### config.mk
export PLATFORM = sky130hd
export DESIGN_NAME = cdb_arbiter_flat
export DESIGN_NICKNAME = d
export VERILOG_FILES = /design/src/rtl/cdb_arbiter_pkg.sv /design/src/rtl/cdb_arbiter_if.sv /design/src/rtl/cdb_arbiter_rr_arbiter.sv /design/src/rtl/cdb_arbiter.sv /design/src/flat_wrapper.sv
export SDC_FILE = /design/constraint.sdc
export NUM_CORES = 1
export LEC_CHECK = 0
export ABC_AREA = 1
export BUFFER_PORTS_ARGS = -buffer_cell sky130_fd_sc_hd__buf_4
export CAP_MARGIN = 10
export CORE_MARGIN = 2
export CORE_UTILIZATION = 39
export DETAILED_ROUTE_END_ITERATION = 12
export PLACE_DENSITY = 0.79
export RECOVER_POWER = 50
export SYNTH_ARGS = -nofsm -noshare
export SYNTH_HDL_FRONTEND = slang
export SYNTH_HIERARCHICAL = 1
export SYNTH_SLANG_ARGS = --single-unit
### constraint.sdc
create_clock -name clk -period 2 [get_ports clk]
set_input_delay 0.4 -clock clk [delete_from_list [all_inputs] [get_ports clk]]
set_output_delay 0.4 -clock clk [all_outputs]
set_load 0.02 [all_outputs]
### src/rtl/cdb_arbiter_pkg.sv
// rtl/cdb_arbiter_pkg.sv - backend types shared by the CDB writeback arbiter
package backend_types;

   localparam int CDB_N_REQ = 4;
   localparam int BR_TAGS   = 4;
   localparam int BR_TAG_W  = $clog2(BR_TAGS);
   localparam int ROB_IDX_W = 5;

   typedef struct packed {
      logic [BR_TAGS-1:0]   branch_mask;
      logic [ROB_IDX_W-1:0] rob_idx;
      logic [4:0]           rd;
   } stage_meta_t;

   typedef struct packed {
      stage_meta_t meta;
      logic [3:0]  fu_op;
   } issue_stage_t;

   typedef struct packed {
      issue_stage_t stage;
      logic [31:0]  result;
   } cdb_t;

endpackage

### src/rtl/cdb_arbiter_if.sv
// rtl/cdb_arbiter_if.sv - EBR branch bus carrying clean/kill updates by branch tag
interface brb_itf;
   import backend_types::*;

   logic                broadcast;
   logic [BR_TAG_W-1:0] tag;
   logic                clean;
   logic                kill;

   modport drv (output broadcast, tag, clean, kill);
   modport req (input  broadcast, tag, clean, kill);
endinterface

### src/rtl/cdb_arbiter_rr_arbiter.sv
// rtl/cdb_arbiter_rr_arbiter.sv - combinational round-robin search from ptr upward
module rr_arbiter #(
   parameter int N  = 4,
   parameter int PW = (N > 1) ? $clog2(N) : 1
) (
   input  logic [N-1:0]  req,
   input  logic [PW-1:0] ptr,
   output logic [N-1:0]  gnt,
   output logic [PW-1:0] gnt_idx,
   output logic          any
);

   logic [PW:0]   sum;
   logic [PW-1:0] idx;

   always_comb begin
      gnt     = '0;
      gnt_idx = '0;
      any     = 1'b0;
      sum     = '0;
      idx     = '0;
      for (int k = 0; k < N; k++) begin
         // modulo-N add without a divider: ptr < N and k < N, so one subtract suffices
         sum = {1'b0, ptr} + (PW+1)'(k);
         if (sum >= (PW+1)'(N))
            sum = sum - (PW+1)'(N);
         idx = sum[PW-1:0];
         if (!any && req[idx]) begin
            any     = 1'b1;
            gnt_idx = idx;
         end
      end
      if (any)
         gnt[gnt_idx] = 1'b1;
   end

endmodule

### src/rtl/cdb_arbiter.sv
// rtl/cdb_arbiter.sv - round-robin writeback arbiter driving the one-entry CDB register
module cdb_arbiter
   import backend_types::*;
#(
   parameter int N_REQ = CDB_N_REQ
) (
   input  logic                   clk,
   input  logic                   rst_n,
   brb_itf.req                    brif,
   input  logic [N_REQ-1:0]       req_valid,
   input  issue_stage_t           req_stage [N_REQ],
   input  logic [N_REQ-1:0][31:0] req_result,
   output logic [N_REQ-1:0]       req_ready,
   output logic                   cdb_valid,
   output issue_stage_t           cdb_stage,
   output logic [31:0]            cdb_result,
   input  logic                   cdb_ready
);

   localparam int PW = (N_REQ > 1) ? $clog2(N_REQ) : 1;

   logic [PW-1:0]    ptr;
   logic [PW-1:0]    winner;
   logic [PW-1:0]    ptr_next;
   logic             winner_found;
   logic             stall;
   logic [N_REQ-1:0] gnt;
   logic             br_clean;
   logic             br_kill;
   logic             cap_kill;
   logic             hold_kill;
   cdb_t             cdb_q;
   cdb_t             cap_word;
   cdb_t             hold_word;

   assign stall = cdb_valid & ~cdb_ready;

   rr_arbiter #(.N(N_REQ), .PW(PW)) u_rr (
      .req     (req_valid),
      .ptr     (ptr),
      .gnt     (gnt),
      .gnt_idx (winner),
      .any     (winner_found)
   );

   assign req_ready = (winner_found && !stall) ? gnt : '0;
   assign ptr_next  = (winner == PW'(N_REQ-1)) ? '0 : winner + 1'b1;

   // clean has priority over kill when both are raised for the same tag
   assign br_clean = brif.broadcast & brif.clean;
   assign br_kill  = brif.broadcast & brif.kill & ~brif.clean;

   always_comb begin
      cap_word.stage  = req_stage[winner];
      cap_word.result = req_result[winner];
      hold_word       = cdb_q;
      if (br_clean) begin
         cap_word.stage.meta.branch_mask[brif.tag]  = 1'b0;
         hold_word.stage.meta.branch_mask[brif.tag] = 1'b0;
      end
      cap_kill  = br_kill & req_stage[winner].meta.branch_mask[brif.tag];
      hold_kill = br_kill & cdb_q.stage.meta.branch_mask[brif.tag];
   end

   always_ff @(posedge clk or negedge rst_n) begin
      if (!rst_n) begin
         cdb_valid <= 1'b0;
         cdb_q     <= '0;
         ptr       <= '0;
      end else if (!stall) begin
         // a killed winner is still consumed so the unit can retire its slot
         cdb_valid <= winner_found & ~cap_kill;
         if (winner_found) begin
            cdb_q <= cap_word;
            ptr   <= ptr_next;
         end
      end else begin
         cdb_q <= hold_word;
         if (hold_kill)
            cdb_valid <= 1'b0;
      end
   end

   assign cdb_stage  = cdb_q.stage;
   assign cdb_result = cdb_q.result;

endmodule

### src/flat_wrapper.sv
// flat-port wrapper written by rule: the top's interface ports become plain ports
module cdb_arbiter_flat import backend_types::*;
#(
   parameter int N_REQ = CDB_N_REQ
)
  (clk, rst_n, req_valid, req_stage, req_result, req_ready, cdb_valid, cdb_stage, cdb_result, cdb_ready, brif_broadcast, brif_tag, brif_clean, brif_kill);
  brb_itf brif_i ();
  input  logic clk;
  input  logic rst_n;
  input  logic [N_REQ-1:0] req_valid;
  input  issue_stage_t req_stage[N_REQ];
  input  logic [N_REQ-1:0][31:0] req_result;
  output logic [N_REQ-1:0] req_ready;
  output logic cdb_valid;
  output issue_stage_t cdb_stage;
  output logic [31:0] cdb_result;
  input  logic cdb_ready;
  input wire logic [$bits(brif_i.broadcast)-1:0] brif_broadcast;
  input wire logic [$bits(brif_i.tag)-1:0] brif_tag;
  input wire logic [$bits(brif_i.clean)-1:0] brif_clean;
  input wire logic [$bits(brif_i.kill)-1:0] brif_kill;
  assign brif_i.broadcast = brif_broadcast;
  assign brif_i.tag = brif_tag;
  assign brif_i.clean = brif_clean;
  assign brif_i.kill = brif_kill;
  cdb_arbiter #(.N_REQ(N_REQ)) u_core (.clk(clk), .rst_n(rst_n), .brif(brif_i), .req_valid(req_valid), .req_stage(req_stage), .req_result(req_result), .req_ready(req_ready), .cdb_valid(cdb_valid), .cdb_stage(cdb_stage), .cdb_result(cdb_result), .cdb_ready(cdb_ready));
endmodule
### Yosys cells after proc, flatten, opt, wreduce, memory -nomap -nowiden

Index checks and enable logic that the tools add are counted.

* $add $sub $neg: 8
* $lt $le $gt $ge: 13
* equality and inequality tests: 3
* muxes and demuxes: 42
* bitwise gates (word level): 15
* reductions and logical operators: 13

Operators by type and width (count)
* $mux W50: 2
* $bmux W32 S2: 1
* $bmux W18 S2: 1
* $mux W18: 2
* $mux W32: 1
* $lt A2 B3 Y1 const B: 6
* $mux W2: 9
* $mux W4: 4
* $mux W1: 14
* $bmux W1 S2: 6
* $ge A3 B3 Y1 const B: 4
* $and A4 B4 Y4: 2
* $sub A2 B1 Y2 const B: 4
* $and A1 B1 Y1: 7
* $add A2 B2 Y3 const B: 2
* $logic_and A1 B1 Y1: 6
* $demux W1 S2: 2
* $ge A2 B1 Y1 const B: 2
* $logic_not A1 Y1: 4
* $ne A2 B2 Y1 const B: 2
* $not A1 Y1: 4
* $not A4 Y4: 1
* $reduce_and A2 Y1: 2
* $add A2 B1 Y3 const B: 1
* 5 further kinds: 5

* register bits: 53
* bits of input ports: 212
* logic and storage cells: 101

### Longest topological paths before layout

* depth after elaboration: 24
* gate-level depth with buffers: 20
* mapped depth without buffers: 18

### Cells and area by module

The synthesis kept the hierarchy.

Modules (own cells, without submodules)
* cdb_arbiter: times used 1, cells each 547, area an instance 3570.9 um^2
* rr_arbiter: times used 1, cells each 70, area an instance 386.6 um^2

### Worst setup path before layout

OpenSTA, ideal clock, no wires.

* path type: register -> register
* from: register u_core.ptr[0]
* to: register u_core.cdb_valid
* setup time: 0.117 ns
* arrival time: 1.902 ns
* required time: 1.883 ns
* path slack: -0.019 ns
* cell stages (with the launch flop): 21
* clock period less this slack: 2.019 ns
* cell sequence: dfrtp_1 > buf_6 > inv_8 > nand2_2 > nand2_4 > nand2_1 > nand2_2 > nand2_2 > nand2_2 > nand2_2 > nand3_2 > inv_1 > inv_2 > buf_2 > nand2_1 > nand3_1 > nand3_1 > nand2_1 > o21ai_1 > nand2_1 > nand2_1

* cells in the longest elaborated chain, start to end: 24

Ends and longest elaborated chain
* start: declaration: RTL line cdb_arbiter.sv:22 `logic [PW-1:0] ptr;`
* start signal: assignment: RTL line cdb_arbiter.sv:75 `ptr <= ptr_next;`
* branches (longest 13 deep; another with $add A2 B1 Y3)
* $mux W2 *: RTL line cdb_arbiter_rr_arbiter.sv:28 `if (!any && req[idx]) begin`
* via u_core.winner[0]: RTL line cdb_arbiter.sv:23 `logic [PW-1:0] winner;`
* $not A2 Y3 (not written as such) *: RTL line cdb_arbiter.sv:61 `cap_kill = br_kill & req_stage[winner].meta.branch_mask[brif.tag];`
* $bmux W18 S2 *: RTL line cdb_arbiter.sv:61
* $mux W18 (not written as such) * (2 in a row): RTL line cdb_arbiter.sv:61
* $bmux W1 S2 *: RTL line cdb_arbiter.sv:61
* $mux W1 (not written as such) *: RTL line cdb_arbiter.sv:61
* $and A1 B1 Y1 *: RTL line cdb_arbiter.sv:61
* $not A1 Y1 *: RTL line cdb_arbiter.sv:72 `cdb_valid <= winner_found & ~cap_kill;`
* $and A1 B1 Y1 *: RTL line cdb_arbiter.sv:72
* $mux W1 *: RTL line cdb_arbiter.sv:70 `end else if (!stall) begin`
* end signal: assignment: RTL line cdb_arbiter.sv:72
* end: declaration: RTL line cdb_arbiter.sv:14 `output logic cdb_valid,`

Mark *: on every way through the listed nets, which the timed path passes. The select of a mux whose other input is x is not followed.
A chain may end at the register's enable or synchronous reset.

### Final worst setup path

* from: register u_core.ptr[0]
* to: output port req_ready[3]

* cells in the longest elaborated chain, start to end: 20

Ends and longest elaborated chain
* branches (longest 13 deep; another with $add A2 B1 Y3)
* $mux W2 *: RTL line cdb_arbiter_rr_arbiter.sv:28
* via u_core.winner[1]: RTL line cdb_arbiter.sv:23
* $lt A2 B3 Y1 (not written as such) or $ge A2 B1 Y1 (tied branches): RTL line cdb_arbiter_rr_arbiter.sv:34 `gnt[gnt_idx] = 1'b1;`
* $logic_and A1 B1 Y1 (not written as such): RTL line cdb_arbiter_rr_arbiter.sv:34
* $mux W1 (not written as such): RTL line cdb_arbiter_rr_arbiter.sv:34
* $demux W1 S2 *: RTL line cdb_arbiter_rr_arbiter.sv:34
* $mux W4 *: RTL line cdb_arbiter_rr_arbiter.sv:33 `if (any)`
* via u_core.gnt[3]: RTL line cdb_arbiter.sv:27 `logic [N_REQ-1:0] gnt;`
* $mux W4 *: RTL line cdb_arbiter.sv:46 `assign req_ready = (winner_found && !stall) ? gnt : '0;`
* end: declaration: RTL line flat_wrapper.sv:13 `output logic [N_REQ-1:0] req_ready;`

Marked as above.

==> run_summary.xml <==
<?xml version="1.0" encoding="UTF-8"?>
<metrics>
  <group name="setup_path">
    <metric name="timing.setup.critical_path_class" unit="">flop to primary output</metric>
    <metric name="critical_path_arrival" unit="ns">2.28</metric>
    <metric name="cell_class_contributing_the_biggest_share_of_worst_path_delay" unit="">simple AND/OR/NAND/NOR gates</metric>
    <metric name="critPathSlowestCell" unit="">dfrtp_2</metric>
    <metric name="crit_fanout" unit="">8</metric>
    <metric name="timing.critical_path.mode_cell" unit="">nand2_2</metric>
    <metric name="worstPathBufferInverterCount" unit="">4</metric>
    <metric name="startpoint_type_of_the_worst_setup_path" unit="">flop</metric>
    <metric name="cpPeakStageDelay" unit="ns">0.54</metric>
    <metric name="path_cells" unit="">buf_6 -&gt; nand2_2 -&gt; nand2_2 -&gt; nand2_2 -&gt; nand2_4 -&gt; nor2_4 -&gt; nand4_1 -&gt; nand2_4 -&gt; inv_2 -&gt; nor2_2 -&gt; inv_1 -&gt; nor2_2 -&gt; buf_6</metric>
    <metric name="cp_data_required_time" unit="ns">1.60</metric>
    <metric name="setup.worst_path.end_class" unit="">primary output</metric>
  </group>
  <group name="yosys">
    <metric name="netlist_instances" unit="">617</metric>
    <metric name="syn-cell-area" unit="um^2">3960</metric>
    <metric name="synth.ff_latch_count" unit="">53</metric>
    <metric name="syn-num-nets" unit="">830</metric>
    <metric name="yosys.cell_types.count" unit="">26</metric>
    <metric name="seq_area_frac_synth" unit="%">33.5</metric>
    <metric name="syn_avg_cell_area" unit="um^2">6.41</metric>
    <metric name="yosys_warnings" unit="">6</metric>
  </group>
  <group name="sta">
    <metric name="slew_viols_final" unit="">0</metric>
    <metric name="final_worst_setup_slack" unit="ns">-0.679</metric>
    <metric name="skew" unit="ns">0.0342</metric>
    <metric name="timing.final.crit_period" unit="ns">2.68</metric>
    <metric name="hold_viol" unit="">0</metric>
    <metric name="hold_ws" unit="ns">0.352</metric>
    <metric name="setup_viol_count_final" unit="">57</metric>
    <metric name="worstMarginPinSlew" unit="ns">1.42</metric>
    <metric name="rsz_0062_raised_after_global_routing" unit="">yes</metric>
    <metric name="fmaxAchievable" unit="MHz">373</metric>
    <metric name="post-route-period-util" unit="%">134</metric>
    <metric name="timing.max_slew.rel_slack" unit="%">5.47</metric>
  </group>
  <group name="global_route">
    <metric name="grt_util_met2" unit="%">60.7</metric>
    <metric name="grt_usage" unit="%">33.8</metric>
    <metric name="grt_antenna_before_repair" unit="">0</metric>
    <metric name="top_usage_layer" unit="">met2</metric>
    <metric name="grt_max_degree" unit="">58</metric>
    <metric name="met1_usage" unit="%">37.2</metric>
    <metric name="total_congestion_overflow_after_global_routing" unit="">0</metric>
    <metric name="first_global_vias" unit="">5939</metric>
    <metric name="grt_pass1_wl" unit="um">29700</metric>
    <metric name="global_route.usage.met3" unit="%">6.61</metric>
  </group>
  <group name="placed_design">
    <metric name="finalWeightedCongestion" unit="">0.905</metric>
    <metric name="detailedPlacementHpwl" unit="um">11900</metric>
    <metric name="numPortBuffers" unit="">266</metric>
    <metric name="post_dp_cell_area" unit="um^2">6270</metric>
  </group>
  <group name="floorplanning">
    <metric name="core" unit="um^2">9820</metric>
    <metric name="die-height" unit="um">105</metric>
    <metric name="die_w" unit="um">105</metric>
    <metric name="die-area" unit="um^2">11000</metric>
    <metric name="io_pins" unit="">267</metric>
    <metric name="floorplan.initialDensity" unit="%">40.3</metric>
    <metric name="placementRows" unit="">36</metric>
  </group>
  <group name="detailed_routing">
    <metric name="vias_per_cell" unit="">5.98</metric>
    <metric name="first_pass_iters" unit="">7</metric>
    <metric name="detailedRoute.firstIterationViolations" unit="">523</metric>
    <metric name="detail_routed_net_length_per_standard_cell" unit="um">22.1</metric>
    <metric name="final_antenna_net_count" unit="">0</metric>
    <metric name="via_count" unit="">6445</metric>
    <metric name="route.detailed.drc" unit="">0</metric>
    <metric name="wl" unit="um">23800</metric>
  </group>
  <group name="finish">
    <metric name="fillcell_total" unit="">466</metric>
    <metric name="num-nets-final" unit="">1157</metric>
    <metric name="fin_area" unit="um^2">8570</metric>
    <metric name="layout-area-overhead-vs-synth" unit="%">117</metric>
    <metric name="multi_input_comb_area" unit="um^2">3300</metric>
    <metric name="layout.area.seq" unit="um^2">1330</metric>
    <metric name="insertedDiodeCount" unit="">0</metric>
    <metric name="drive_gt1_share" unit="%">64.1</metric>
  </group>
  <group name="clocking">
    <metric name="cts_tree" unit="">yes</metric>
    <metric name="cts-buffers-inserted" unit="">5</metric>
    <metric name="worst_skew_pair.late_latency" unit="ns">0.34</metric>
    <metric name="cts_max_level" unit="">2</metric>
    <metric name="clock_buffer_depth" unit="">2</metric>
    <metric name="cts.reportedPaths.clkPinSlew" unit="ns">0.11</metric>
    <metric name="cts.sink_count" unit="">53</metric>
    <metric name="cts.root.buffer_cell" unit="">clkbuf_8</metric>
  </group>
  <group name="outcome">
    <metric name="violations_in_the_final_reports" unit="">setup timing</metric>
    <metric name="status" unit="">complete, but fails checks</metric>
  </group>
  <group name="job">
    <metric name="max_cap_viol_count" unit="">0</metric>
  </group>
  <group name="min_path">
    <metric name="hold_path_class" unit="">primary input to flop</metric>
  </group>
</metrics>
-- worst min-delay path, cell delays in order --
cell     delay [ns]
buf_4          0.08
o21ai_1        0.04
a31oi_1        0.11
-- path summary, 6_finish.rpt --
check	end	cells after the start	slack [ns]	startpoint
worst min register to register	u_core/cdb_result[25]	2	0.56	u_core/cdb_result[25]
worst max-delay path	req_ready[3]	13	-0.68	u_core/ptr[0]
min in group asynchronous	u_core/cdb_result[13]	1	0.37	rst_n
worst max register to register	u_core/cdb_stage[3]	15	-0.67	u_core/ptr[0]
worst min-delay path	u_core/cdb_result[1]	3	0.35	req_result[33]
max in group asynchronous	u_core/ptr[0]	1	0.64	rst_n
-- kinds of logic (layout without fill, tap and decap cells) --
family	count (synthesis)	in the layout	synth area share (%)
AND/OR/NAND/NOR	343	343	35.5
AO/OA/AOI/OAI	150	150	21.4
buffers and inverters	70	398	9.23
flip-flops	53	53	33.5
adder cells (fa/ha/maj)	1	1	0.316
-- Yosys cell counts, drive strengths merged --
library cell	number	share of area (%)
a31oi	46	7.3
buf	35	5.7
clkbuf	8	0.76
dfrtp	53	34
ha	1	0.32
inv	27	2.8
nand2	80	8.8
nand3	20	3.3
nand4	2	0.32
nor2	241	23
o2111ai	4	0.89
o21ai	95	12
o311ai	4	0.89
o31ai	1	0.19
-- layout by cell type, fill, tap and decap left out, drive strengths merged --
cell type and instances:
buf 352, nor2 241, o21ai 95, nand2 80, dfrtp 53, a31oi 46
inv 28, nand3 20, clkbuf 15, o311ai 4, o2111ai 4, nand4 2
clkinv 2, bufbuf 1, o31ai 1, ha 1
-- through the flow --
| step | TNS [ns] | worst slack, ns | utilization [%] | cells |
|---|---|---|---|---|
| finish | -27.20 | -0.679 | 87.3 | 1078 |
| global route | -30.42 | -0.749 | 87.3 | 1078 |
| CTS | -15.62 | -0.429 | 77.8 | 1057 |
| detailed placement | -15.72 | -0.325 | 63.8 | 1014 |
| global placement | -10.16 | -0.208 | 63.8 | 1014 |
| floorplan | 0 | 0.00769 | - | 617 |
-- state kept, by name, summed over array words and instances (netlist names) --
signal and cells:
u_core/cdb_result 32, u_core/cdb_stage 18, u_core/ptr 2, u_core/cdb_valid 1
-- routing by layer --
| metal | share of wire (%) | up-vias |
|---|---|---|
| li1 | - | 2699 |
| met1 | 32 | 2956 |
| met2 | 50 | 591 |
| met3 | 9.5 | 199 |
| met4 | 9.0 | 0 |
| met5 | 0 | - |
-- cell type report --
cell class	instances	share of cell area (%)
timing repair buffer	362	41.2
multi-input combinational	494	38.5
tap	133	1.94
clock buffer	6	0.846
clock inverter	2	0.161
inverter	27	1.78
timing repair inverter	1	0.0730
sequential	53	15.5
-- repair_timing --
action                                  CTS  global route
hold buffers                              0             0
setup buffers                            21            14
hold endpoints to repair                  0             0
pin swaps                               120            74
gates resized for setup                 238           166
endpoints found under the setup margin   57            57
cloned                                   14            11
Power is left out: the tool's default activity adds up to more than one toggle a clock period on the data nets, which glitch-free logic cannot reach.
